[src/rtl/counter_scheduler.sv]
// Round-robin owner of one shared loadable up-counter: load start, count on tick to end, pulse done.
// Request to grant in 1 cycle. A dropped request aborts the job and releases the counter.
module counter_scheduler #(
    parameter int N    = 4,
    parameter int REQS = 4
) (
    input  logic              CLK100MHZ,
    input  logic              reset,
    input  logic              tick,
    input  logic [REQS-1:0]   req,
    input  logic [REQS*N-1:0] start_val,
    input  logic [REQS*N-1:0] end_val,
    input  logic [N-1:0]      cnt_q,
    output logic              cnt_set,
    output logic [N-1:0]      cnt_data,
    output logic              cnt_en,
    output logic [REQS-1:0]   grant,
    output logic [REQS-1:0]   done,
    output logic              busy
);
    localparam int IW = $clog2(REQS);

    typedef enum logic [1:0] {IDLE, LOAD, RUN, DONE} state_t;

    state_t        state, state_nxt;
    logic [IW-1:0] owner, owner_nxt;
    logic [IW-1:0] ptr, ptr_nxt;
    logic [IW-1:0] owner_inc;
    logic [IW-1:0] pick;
    logic          found;
    logic          at_end;
    logic [N-1:0]  start_arr [REQS];
    logic [N-1:0]  end_arr   [REQS];
    logic [N-1:0]  start_cur, end_cur;

    for (genvar i = 0; i < REQS; i++) begin : g_unpack
        assign start_arr[i] = start_val[i*N +: N];
        assign end_arr[i]   = end_val[i*N +: N];
    end

    assign start_cur = start_arr[owner];
    assign end_cur   = end_arr[owner];
    assign at_end    = (cnt_q == end_cur);
    assign owner_inc = (owner == IW'(REQS - 1)) ? '0 : owner + IW'(1);

    // First set request at or above the pointer, wrapping past the top requester.
    always_comb begin
        logic [IW:0] idx;
        idx   = '0;
        found = 1'b0;
        pick  = ptr;
        for (int k = 0; k < REQS; k++) begin
            idx = {1'b0, ptr} + (IW+1)'(k);
            if (idx >= (IW+1)'(REQS)) begin
                idx = idx - (IW+1)'(REQS);
            end
            if (!found && req[idx[IW-1:0]]) begin
                found = 1'b1;
                pick  = idx[IW-1:0];
            end
        end
    end

    always_ff @(posedge CLK100MHZ) begin
        if (reset) begin
            state <= IDLE;
            owner <= '0;
            ptr   <= '0;
        end else begin
            state <= state_nxt;
            owner <= owner_nxt;
            ptr   <= ptr_nxt;
        end
    end

    // A withdrawn request wins over reaching the end value in the same cycle.
    always_comb begin
        state_nxt = state;
        owner_nxt = owner;
        ptr_nxt   = ptr;
        case (state)
            IDLE: begin
                if (found) begin
                    state_nxt = LOAD;
                    owner_nxt = pick;
                end
            end
            LOAD: begin
                if (!req[owner]) begin
                    state_nxt = IDLE;
                    ptr_nxt   = owner_inc;
                end else begin
                    state_nxt = RUN;
                end
            end
            RUN: begin
                if (!req[owner]) begin
                    state_nxt = IDLE;
                    ptr_nxt   = owner_inc;
                end else if (at_end) begin
                    state_nxt = DONE;
                end
            end
            DONE: begin
                state_nxt = IDLE;
                ptr_nxt   = owner_inc;
            end
            default: state_nxt = IDLE;
        endcase
    end

    always_comb begin
        grant    = '0;
        done     = '0;
        busy     = 1'b0;
        cnt_set  = 1'b0;
        cnt_data = '0;
        cnt_en   = 1'b0;
        if (state != IDLE) begin
            grant[owner] = 1'b1;
            busy         = 1'b1;
        end
        case (state)
            LOAD: begin
                cnt_set  = 1'b1;
                cnt_data = start_cur;
            end
            RUN:     cnt_en = tick & ~at_end;
            DONE:    done[owner] = 1'b1;
            default: ;
        endcase
    end
endmodule

[config.mk]
export PLATFORM = sky130hd
export DESIGN_NAME = counter_scheduler
export DESIGN_NICKNAME = d
export VERILOG_FILES = /design/src/rtl/counter_scheduler.sv
export SDC_FILE = /design/constraint.sdc
export NUM_CORES = 1
export LEC_CHECK = 0
export BUFFER_PORTS_ARGS = -buffer_cell sky130_fd_sc_hd__buf_2
export CAP_MARGIN = 20
export CORE_MARGIN = 5
export CORE_UTILIZATION = 41
export CTS_CLUSTER_DIAMETER = 30
export DETAILED_ROUTE_END_ITERATION = 10
export PLACE_DENSITY = 0.79
export SYNTH_ARGS = -nofsm -noshare
export SYNTH_HDL_FRONTEND = slang
export SYNTH_SLANG_ARGS = --single-unit
[constraint.sdc]
create_clock -name CLK100MHZ -period 2.4 [get_ports CLK100MHZ]
set_clock_uncertainty 0.05 [all_clocks]
set_input_delay 0.24 -clock CLK100MHZ [delete_from_list [all_inputs] [get_ports CLK100MHZ]]
set_output_delay 0.24 -clock CLK100MHZ [all_outputs]
set_load 0.005 [all_outputs]
## Yosys cells after proc, flatten, opt, wreduce, memory -nomap -nowiden

Index checks and enable logic that the tools add are counted.
W data, S select, Z words.

- Flip-flop bits (word level): 6
- Input port bits: 43
- Output and inout bits: 15
- Word-level logic and storage cells: 91

- Add/subtract/negate cells: 8
- $lt $le $gt $ge: 11
- Eq/ne operators: 8
- Multiplexer cells: 44
- Bitwise gates (word level): 3
- Reduce and logical (&&, ||, !) cells: 14

Operator list:

| operator | number |
|---|---|
| $mux W2 | 14 |
| $mux W4 | 7 |
| $bmux W4 S2 | 2 |
| $lt A2 B3 Y1 const B | 5 |
| $mux W1 | 13 |
| $ge A3 B3 Y1 const B | 4 |
| $bmux W1 S2 | 5 |
| $pmux W2 S4 | 1 |
| $sub A2 B1 Y2 const B | 4 |
| $add A2 B2 Y3 const B | 2 |
| $eq A2 B2 Y1 const B | 3 |
| $reduce_and A2 Y1 | 3 |
| $eq A4 B4 Y1 | 1 |
| $logic_and A1 B1 Y1 | 4 |
| $ne A2 B2 Y1 const B | 2 |
| $pmux W2 S2 | 1 |
| $reduce_bool A2 Y1 | 2 |
| $add A2 B1 Y3 const B | 1 |
| $ge A2 B3 Y1 const B | 1 |
| $logic_not A1 Y1 | 3 |
| $ne A3 B3 Y1 const B | 1 |
| $not A2 Y3 | 1 |
| $add A2 B1 Y2 const B | 1 |
| $demux W1 S2 | 1 |
| 6 further kinds | 6 |

## Depth between registers and ports, before layout

Gate-level depths: netlist (run 1).

- Depth in word-level cells: 16
- Gate-level depth with buffers: 6
- Depth with buffers taken out: 6

## Least setup slack after synthesis (run 1)

No wires, ideal clock.

- Path type: flip-flop to output port
- From: register owner[0]
- To: output cnt_en
- Arrival: 1659 ps
- Required time: 2110 ps
- Slack: 451 ps
- Cell stages (with the launch flop): 6
- Cells stage by stage: dfxtp_1 buf_6 mux4_1 xnor2_1 nand4_1 and3_2

- Longest elaborated chain between the ends: 8

RTL lines:

| what | line | source |
|---|---|---|
| from (decl) | 26 | `logic [IW-1:0] owner, owner_nxt;` |
| from (signal assigned) | 71 | `owner <= owner_nxt;` |
| $not A2 Y3 (not written as such) | 42 | `assign end_cur = end_arr[owner];` |
| $bmux W4 S2 | 42 |  |
| $mux W4 (not written as such) (2 in series) | 42 |  |
| $eq A4 B4 Y1 | 43 | `assign at_end = (cnt_q == end_cur);` |
| $not A1 Y1 | 128 | `RUN: cnt_en = tick & ~at_end;` |
| $and A1 B1 Y1 | 128 |  |
| $mux W1 | 123 | `case (state)` |
| to (decl) | 16 | `output logic cnt_en,` |

No other way between the ends. The select of a mux whose other input is x is not followed.

## Worst setup path after layout (run 1)

Same ends and word-level chain as after synthesis.

==> impl_metrics.yaml, run 1 <==
cells_and_area:
  finalNetCount: 204
  antenna_cells: 0
  final_cell_mix: "buf_2 (57), mux4_1 (9), and2_1 (9), nor2_1 (9), ha_1 (9)"
  syn2layout_area_growth_pct: 40.1
  fin_cells: 177
  drive_gt1_share_pct: 44.0
  final_common_cell: "buf_2"
  post-route-util_pct: 61.1
global_route:
  met3_usage_pct: 5.57
  track_usage_pct: 16.7
  grt_overflow_total: 0
  grt_pass1_vias: 953
  busiest_layer: "met2"
  grt_pass1_wl_um: 4190
  antenna_found_initial: 0
  grt_max_degree: 10
  groute.layer.met1.usage_pct: 18.3
  gr-usage-met2_pct: 31.9
pwr:
  seqPwrFrac_pct: 28.9
  power.internal_mw: 0.287
  pwr-share-clk_pct: 23.0
  power.share.switching_pct: 33.9
  vdd_drop_max_mv: 0.289
  power.switching_mw: 0.147
  powerDensity_nw_per_um2: 358
  p_comb_share_pct: 48.2
  p_leak_nw: 0.610
logic_synthesis:
  avgSynthCellArea_um2: 9.61
  ys.flop_type: "dfxtp_1"
  async_reset_ff_share_pct: 0
  synthCells: 90
  synth-edff-count: 0
  syn_area_um2: 865
  ys_ff_latch: 6
  synth.net_count: 142
  yosysWarnings: 0
  netlist-cell-type-count: 27
  seq_area_frac_synth_pct: 13.9
critical_path:
  r2r_start: "owner[0]"
  required_ps: 2110
  critPathKind: "reg -> out"
  end_kind: "primary output"
  critPathArrivalTime_ps: 1970
  crit_fanout: 6
  reg2reg_depth: 6
  cp-startpoint: "owner[0]"
  cp-start-kind: "register"
floorplan:
  die_area_um2: 3130
  start_util_pct: 43.6
  core_um2: 1980
  pin_count: 58
  die_h_um: 55.9
  fp.dieW_um: 55.9
  num_rows: 16
clocking:
  clockBufferDepth: 2
  cts_buffers: 3
  cts_setup_buffers: 0
  insertion_delay_ps: 250
  clk_pin_slew_ps: 50
  cts_resized: 0
  h-tree-depth: 1
  holdBufCountCts: 0
  cts.sinks: 6
  cts_tree: "yes"
  root_buffer: "clkbuf_4"
routing:
  first_pass_iters: 4
  drt-initial-drc-count: 19
  via_count: 946
  route.detailed.drc: 0
  routed_wl_um: 2620
  drt-wirelength-per-cell_um: 14.8
  ant_nets: 0
  vias_per_cell: 5.34
place:
  pre_cts_slack_ps: 324
  place_congestion: 0.883
  dp.cells: 174
  dp_hpwl_um: 2250
  numPortBuffers: 57
min_path:
  min_delay_path_depth: 2
  hp-start: "reset"
  hp-class: "in -> reg"
sta:
  final-max-slew-violation-count: 0
  timing.fmax_mhz: 443
  final.period_utilization_pct: 94.1
  fin_setup_tns_ps: 0
  tightest_slew_ps: 360
  finalSetupViolCount: 0
  setup_ws_ps: 142
  hold_violations: 0
  relSlewSlack_pct: 75.4
  rsz0062_at_grt: "no"
  min_period_ps: 2260
run:
  drv_cap: 0
run_status:
  outcome: "completed"
## path summary, 6_finish.rpt
check	to	slack, ps
max	cnt_en	140
min	owner[0]	220
max reg2reg	state[1]	500
min reg2reg	ptr[0]	470
## metrics by stage
step                      instance area, µm²  hold WS (ps)  total power [mW]
final                                   1210           222             0.434
after global routing                    1210           228             0.471
after CTS                               1210           217             0.438
after detailed placement                1190           467             0.336
after global placement                  1190           459             0.329
after floorplan                          865           434             0.255
## worst max-delay path: stages, from the launching register on
cell and delay, ps:
dfxtp_2 390, mux4_1 590, xnor2_1 170, nand4_1 190, and3_2 250, buf_2 120
## per-layer routing
layer	part of all wire (%)	up-vias
li1	-	456
met4	0	0
met3	8.5	0
met2	51	39
met5	0	-
met1	40	451
## synthesized netlist by cell type (2+ instances only)
cell type / count / share of area (%)
mux4_1: 9 / 27
inv_1: 5 / 2.2
nor2_1: 9 / 3.9
a21oi_1: 5 / 2.9
nand2b_1: 2 / 1.4
mux2i_1: 2 / 2.3
ha_1: 9 / 13
nor3b_1: 2 / 1.7
nor4_1: 2 / 1.4
nor2b_1: 8 / 5.8
nand2_1: 4 / 1.7
and2_1: 9 / 6.5
xnor2_1: 4 / 4.1
nor3_1: 2 / 1.2
dfxtp_1: 6 / 14
## power groups by stage
stage / sequential [mW] / combinational, mW / clock [mW]
6_report: 0.125 / 0.209 / 0.0995
3_3_place_gp: 0.126 / 0.204 / 0
4_1_cts: 0.125 / 0.210 / 0.103
3_5_place_dp: 0.127 / 0.209 / 0
2_1_floorplan: 0.121 / 0.134 / 0
5_1_grt: 0.127 / 0.233 / 0.111
## layout make-up
class	instances	area, µm²
Timing Repair Buffer	60	308
Multi-Input combinational cell	76	707
Fill cell	181	771
Clock buffer	3	22.5
Tap cell	27	33.8
Sequential cell	6	121
Inverter	5	18.8
## registers in the layout, summed over array words and instances, names as in the netlist
| name | flops |
|---|---|
| owner | 2 |
| ptr | 2 |
| state | 2 |
## kinds of logic (layout without fill, tap and decap cells)
family	count (synthesis)	count (layout)	share of synthesized area, %
AO/OA/AOI/OAI	10	10	7.96
XOR/XNOR	4	4	4.05
adder cells (fa/ha/maj)	9	9	13.0
buffers and inverters	8	68	4.34
flip-flops	6	6	13.9
multiplexers	11	11	29.7
AND/OR/NAND/NOR	42	42	27.1
Power figures use the tool's default switching activity.
==> run 2: changes to the inputs <==
- BUFFER_PORTS_ARGS: -buffer_cell sky130_fd_sc_hd__buf_2 -> default
- CORE_UTILIZATION: 41 -> 42
- DONT_BUFFER_PORTS: default -> 1
- PLACE_DENSITY: 0.79 -> default
- SETUP_SLACK_MARGIN: default -> 0.15
==> impl_metrics.yaml, run 2 (synthesis gave the netlist of run 1 again) <==
pwr:
  vdd_drop_max_mv: 0.173
  power_mw: 0.376
  p_leak_nw: 0.368
  powerDensity_nw_per_um2: 400
clocking:
  root_buffer: "clkbuf_4"
  clk_pin_slew_ps: 50
  insertion_delay_ps: 240
  clockBufferDepth: 2
  cts.sinks: 6
  cts_tree: "yes"
  h-tree-depth: 1
  cts_buffers: 3
routing:
  route.detailed.drc: 0
  first_pass_iters: 4
  ant_nets: 0
  routed_wl_um: 2240
  drt-wirelength-per-cell_um: 18.5
  via_count: 714
  vias_per_cell: 5.90
  drt-initial-drc-count: 9
place:
  place_congestion: 0.839
  dp_hpwl_um: 1840
  place_area_um2: 887
  numPortBuffers: 0
  pre_cts_slack_ps: 387
critical_path:
  critPathKind: "reg -> out"
  end_kind: "primary output"
  cp-start-kind: "register"
  critPathArrivalTime_ps: 1870
  required_ps: 2110
  crit_fanout: 5
sta:
  fin_setup_tns_ps: 0
  rsz0062_at_grt: "no"
  tightest_slew_ps: 358
  hold_violations: 0
  min_period_ps: 2160
  relSlewSlack_pct: 75.5
  final.period_utilization_pct: 90.2
  final-max-slew-violation-count: 0
  setup_ws_ps: 235
  finalSetupViolCount: 0
  timing.fmax_mhz: 462
run_status:
  outcome: "completed"
floorplan:
  die_h_um: 55.4
  start_util_pct: 44.1
  die_area_um2: 3070
  num_rows: 16
  pin_count: 58
  fp.dieW_um: 55.4
  core_um2: 1960
global_route:
  track_usage_pct: 14.3
  antenna_found_initial: 0
  grt_max_degree: 14
  grt_overflow_total: 0
  grt_pass1_vias: 729
  grt_pass1_wl_um: 3580
cells_and_area:
  antenna_cells: 0
  reg_top3: "owner (2), ptr (2), state (2)"
  final_area_um2: 940
  finalNetCount: 148
  final_cell_mix: "mux4_1 (9), and2_1 (9), nor2_1 (9), ha_1 (9), nor2b_1 (8)"
  post-route-util_pct: 47.9
  drive_gt1_share_pct: 9.57
  syn2layout_area_growth_pct: 8.68
run:
  drv_cap: 0
min_path:
  hp-class: "in -> reg"
-- run 2: final timing paths --
kind	to	startpoint	slack, ps	depth (start not counted)
setup / recovery	cnt_en	owner[0]	240	4
hold / removal	ptr[1]	reset	10	1
setup reg to reg	state[1]	owner[0]	480	6
hold reg to reg	ptr[0]	ptr[0]	480	2
-- run 2: per-stage QoR --
stage / hold slack (ps) / instances
2_1_floorplan: 434 / 90
3_3_place_gp: 262 / 115
3_5_place_dp: 265 / 115
4_1_cts: 6.63 / 118
5_1_grt: 0.512 / 121
6_report: 13.7 / 121
-- run 2: final cells by class --
class                   instances  area, µm²
clock buffers                   3       22.5
fillers                       203       1020
well taps                      27       33.8
inverters                       5       18.8
repair buffers                  4       35.0
multi-input cells              76        707
flip-flops and latches          6        123
-- run 2: where the power goes --
group,switching [mW],internal [mW]
sequential,0.0158,0.111
combinational,0.0696,0.0864
clock,0.0365,0.0566
total,0.122,0.254
-- run 2: timing repair --
item	CTS	global route
resized for setup	0	2
buffers inserted	0	1
hold endpoints to repair	0	1
endpoints found under the setup margin	0	1
hold buffers	0	2
-- run 2: per-layer routing --
layer | part of all wire [%] | vias up | GRT usage [%]
met5 | 0 | - | 0
li1 | - | 345 | -
met3 | 11 | 2 | 5.36
met2 | 50 | 43 | 23.1
met4 | 0.62 | 0 | 7.29
met1 | 38 | 324 | 16.3
-- run 2: worst max-delay path, cell delays in order (launching register included) --
cell     delay (ps)
dfxtp_2         380
mux4_1          590
xnor2_1         150
nand4_1         210
and3_2          290
==> run 3: changes to the inputs <==
- ABC_AREA: default -> 1
==> impl_metrics.yaml, run 3 <==
critical_path:
  critPathMaxStageDelay_ps: 510
  crit_buf_inv: 1
  end_kind: "primary output"
  cp.depth: 10
  crit_top_cell: "nand2_1"
  worstPathCellList: "inv_2 > nand2_1 > nand3_1 > nand2_1 > nand2_1 > nand2_1 > nor2_1 > nand2_1 > nand2_1 > nor2_1"
  critPathKind: "reg -> out"
  cp-start-kind: "register"
  crit_fanout: 20
  critPathArrivalTime_ps: 1710
  reg2reg_depth: 9
  required_ps: 2110
  cp_slowest_cell: "dfxtp_1"
  cp_top_family: "simple AND/OR/NAND/NOR gates"
run:
  drv_cap: 0
global_route:
  grt_max_degree: 21
  grt_pass1_vias: 1090
  antenna_found_initial: 0
  track_usage_pct: 15.1
  grt_pass1_wl_um: 4410
  grt_overflow_total: 0
routing:
  route.detailed.drc: 0
  routed_wl_um: 2760
  via_count: 1197
  drt-initial-drc-count: 73
  vias_per_cell: 5.20
  ant_nets: 0
  drt-wirelength-per-cell_um: 12.0
  first_pass_iters: 5
cells_and_area:
  reg_top3: "owner (2), ptr (2), state (2)"
  drive_gt1_share_pct: 12.5
  fillCellCount: 292
  multi_input_area_um2: 845
  final_common_cell: "nand2_1"
  final_cell_mix: "nand2_1 (64), nor2_1 (26), inv_1 (21)"
  finalNetCount: 254
  antenna_cells: 0
  regArea_um2: 120
  syn2layout_area_growth_pct: 0.897
pwr:
  power.share.switching_pct: 57.7
  power.switching_mw: 0.720
  vdd_drop_max_mv: 0.544
  power.internal_mw: 0.528
  p_leak_nw: 0.593
  pwr-share-clk_pct: 7.9
  p_comb_share_pct: 75.2
  powerDensity_nw_per_um2: 1110
  seqPwrFrac_pct: 16.9
logic_synthesis:
  ys.flop_type: "dfxtp_1"
  async_reset_ff_share_pct: 0
  synth.net_count: 255
  synth-edff-count: 0
  yosysWarnings: 0
  synth.area.top_cells: "nand2_1 (22%), dfxtp_1 (11%), ha_1 (10%)"
  yosysMostFrequentCell: "nand2_1"
  ys_ff_latch: 6
  seq_area_frac_synth_pct: 10.8
  syn_area_um2: 1120
  avgSynthCellArea_um2: 5.50
  synthCells: 203
  netlist-cell-type-count: 24
  yosysTopAreaCell: "nand2_1"
  synth_top_area_share_pct: 21.5
  synthTopCellsByCount: "nand2_1 (64), nor2_1 (26), inv_1 (21)"
floorplan:
  core_um2: 2500
  pin_count: 58
  num_rows: 18
  start_util_pct: 44.6
  die_area_um2: 3790
  fp.dieW_um: 61.6
  die_h_um: 61.6
clocking:
  clockBufferDepth: 2
  root_buffer: "clkbuf_4"
  insertion_delay_ps: 250
  cts_resized: 0
  cts.sinks: 6
  h-tree-depth: 1
  clk_pin_slew_ps: 50
  holdBufCountCts: 0
  cts_buffers: 3
  cts_setup_buffers: 0
  cts_tree: "yes"
sta:
  min_period_ps: 2000
  timing.fmax_mhz: 500
  fin_setup_tns_ps: 0
  final-max-slew-violation-count: 0
  rsz0062_at_grt: "no"
  finalSetupViolCount: 0
  hold_ws_ps: 15.4
  hold_violations: 0
  tightest_slew_ps: 394
  final.period_utilization_pct: 83.4
  relSlewSlack_pct: 73.7
place:
  dp_hpwl_um: 2340
  place_congestion: 0.938
  numPortBuffers: 0
run_status:
  outcome: "completed"
min_path:
  hp-class: "in -> reg"
  min_delay_path_depth: 1
## run 3: area by class of cell
| class | count | share of cell area (%) |
|---|---|---|
| clock buffer | 3 | 2.00 |
| tap | 30 | 3.33 |
| multi-input combinational | 165 | 75.0 |
| timing repair buffer | 1 | 0.667 |
| sequential | 6 | 10.7 |
| inverter | 25 | 8.33 |
## run 3: path summary, 6_finish.rpt
path | startpoint | end | slack (ps)
hold / removal | reset | ptr[0] | 20
hold reg to reg | state[0] | state[0] | 590
setup reg to reg | owner[1] | ptr[1] | 620
setup / recovery | owner[0] | cnt_en | 400
## run 3: through the flow
step	std cells	area [µm²]	power (mW)	utilization, %	setup slack (ps)
global placement	227	1100	1.14	44.1	685
CTS	230	1130	1.26	45.0	379
detailed placement	227	1100	1.16	44.1	623
floorplan	203	1120	1.04	-	939
finish	230	1130	1.25	45.0	399
global route	230	1130	1.43	45.0	174
## run 3: kinds of logic (layout without fill, tap and decap cells)
group / after synthesis / after routing / share of synthesized area (%)
AO/OA/AOI/OAI: 30 / 30 / 15.5
XOR/XNOR: 2 / 2 / 1.57
adder cells (fa/ha/maj): 9 / 9 / 10.1
buffers and inverters: 32 / 29 / 13.6
flip-flops: 6 / 6 / 10.8
AND/OR/NAND/NOR: 124 / 124 / 48.5
## run 3: worst reg2reg max path: stages (launching register included)
cell	delay [ps]
dfxtp_1	550
inv_2	210
a21oi_1	150
o21ai_0	90
nand2_1	130
inv_1	70
nand2_1	80
o21ai_2	80
o21ai_0	180
a21oi_1	60
## run 3: power by group through the flow
stage	combinational (mW)	sequential, mW	clock, mW
2_1_floorplan	0.875	0.164	0
3_3_place_gp	0.927	0.211	0
3_5_place_dp	0.943	0.214	0
4_1_cts	0.949	0.211	0.102
5_1_grt	1.10	0.222	0.111
6_report	0.938	0.211	0.0988
## run 3: per-layer routing
layer | GRT usage (%) | wire length (µm)
met5 | 0 | 0
met4 | 6.06 | 39
met3 | 3.77 | 311
met2 | 28.1 | 1390
met1 | 16.1 | 1020
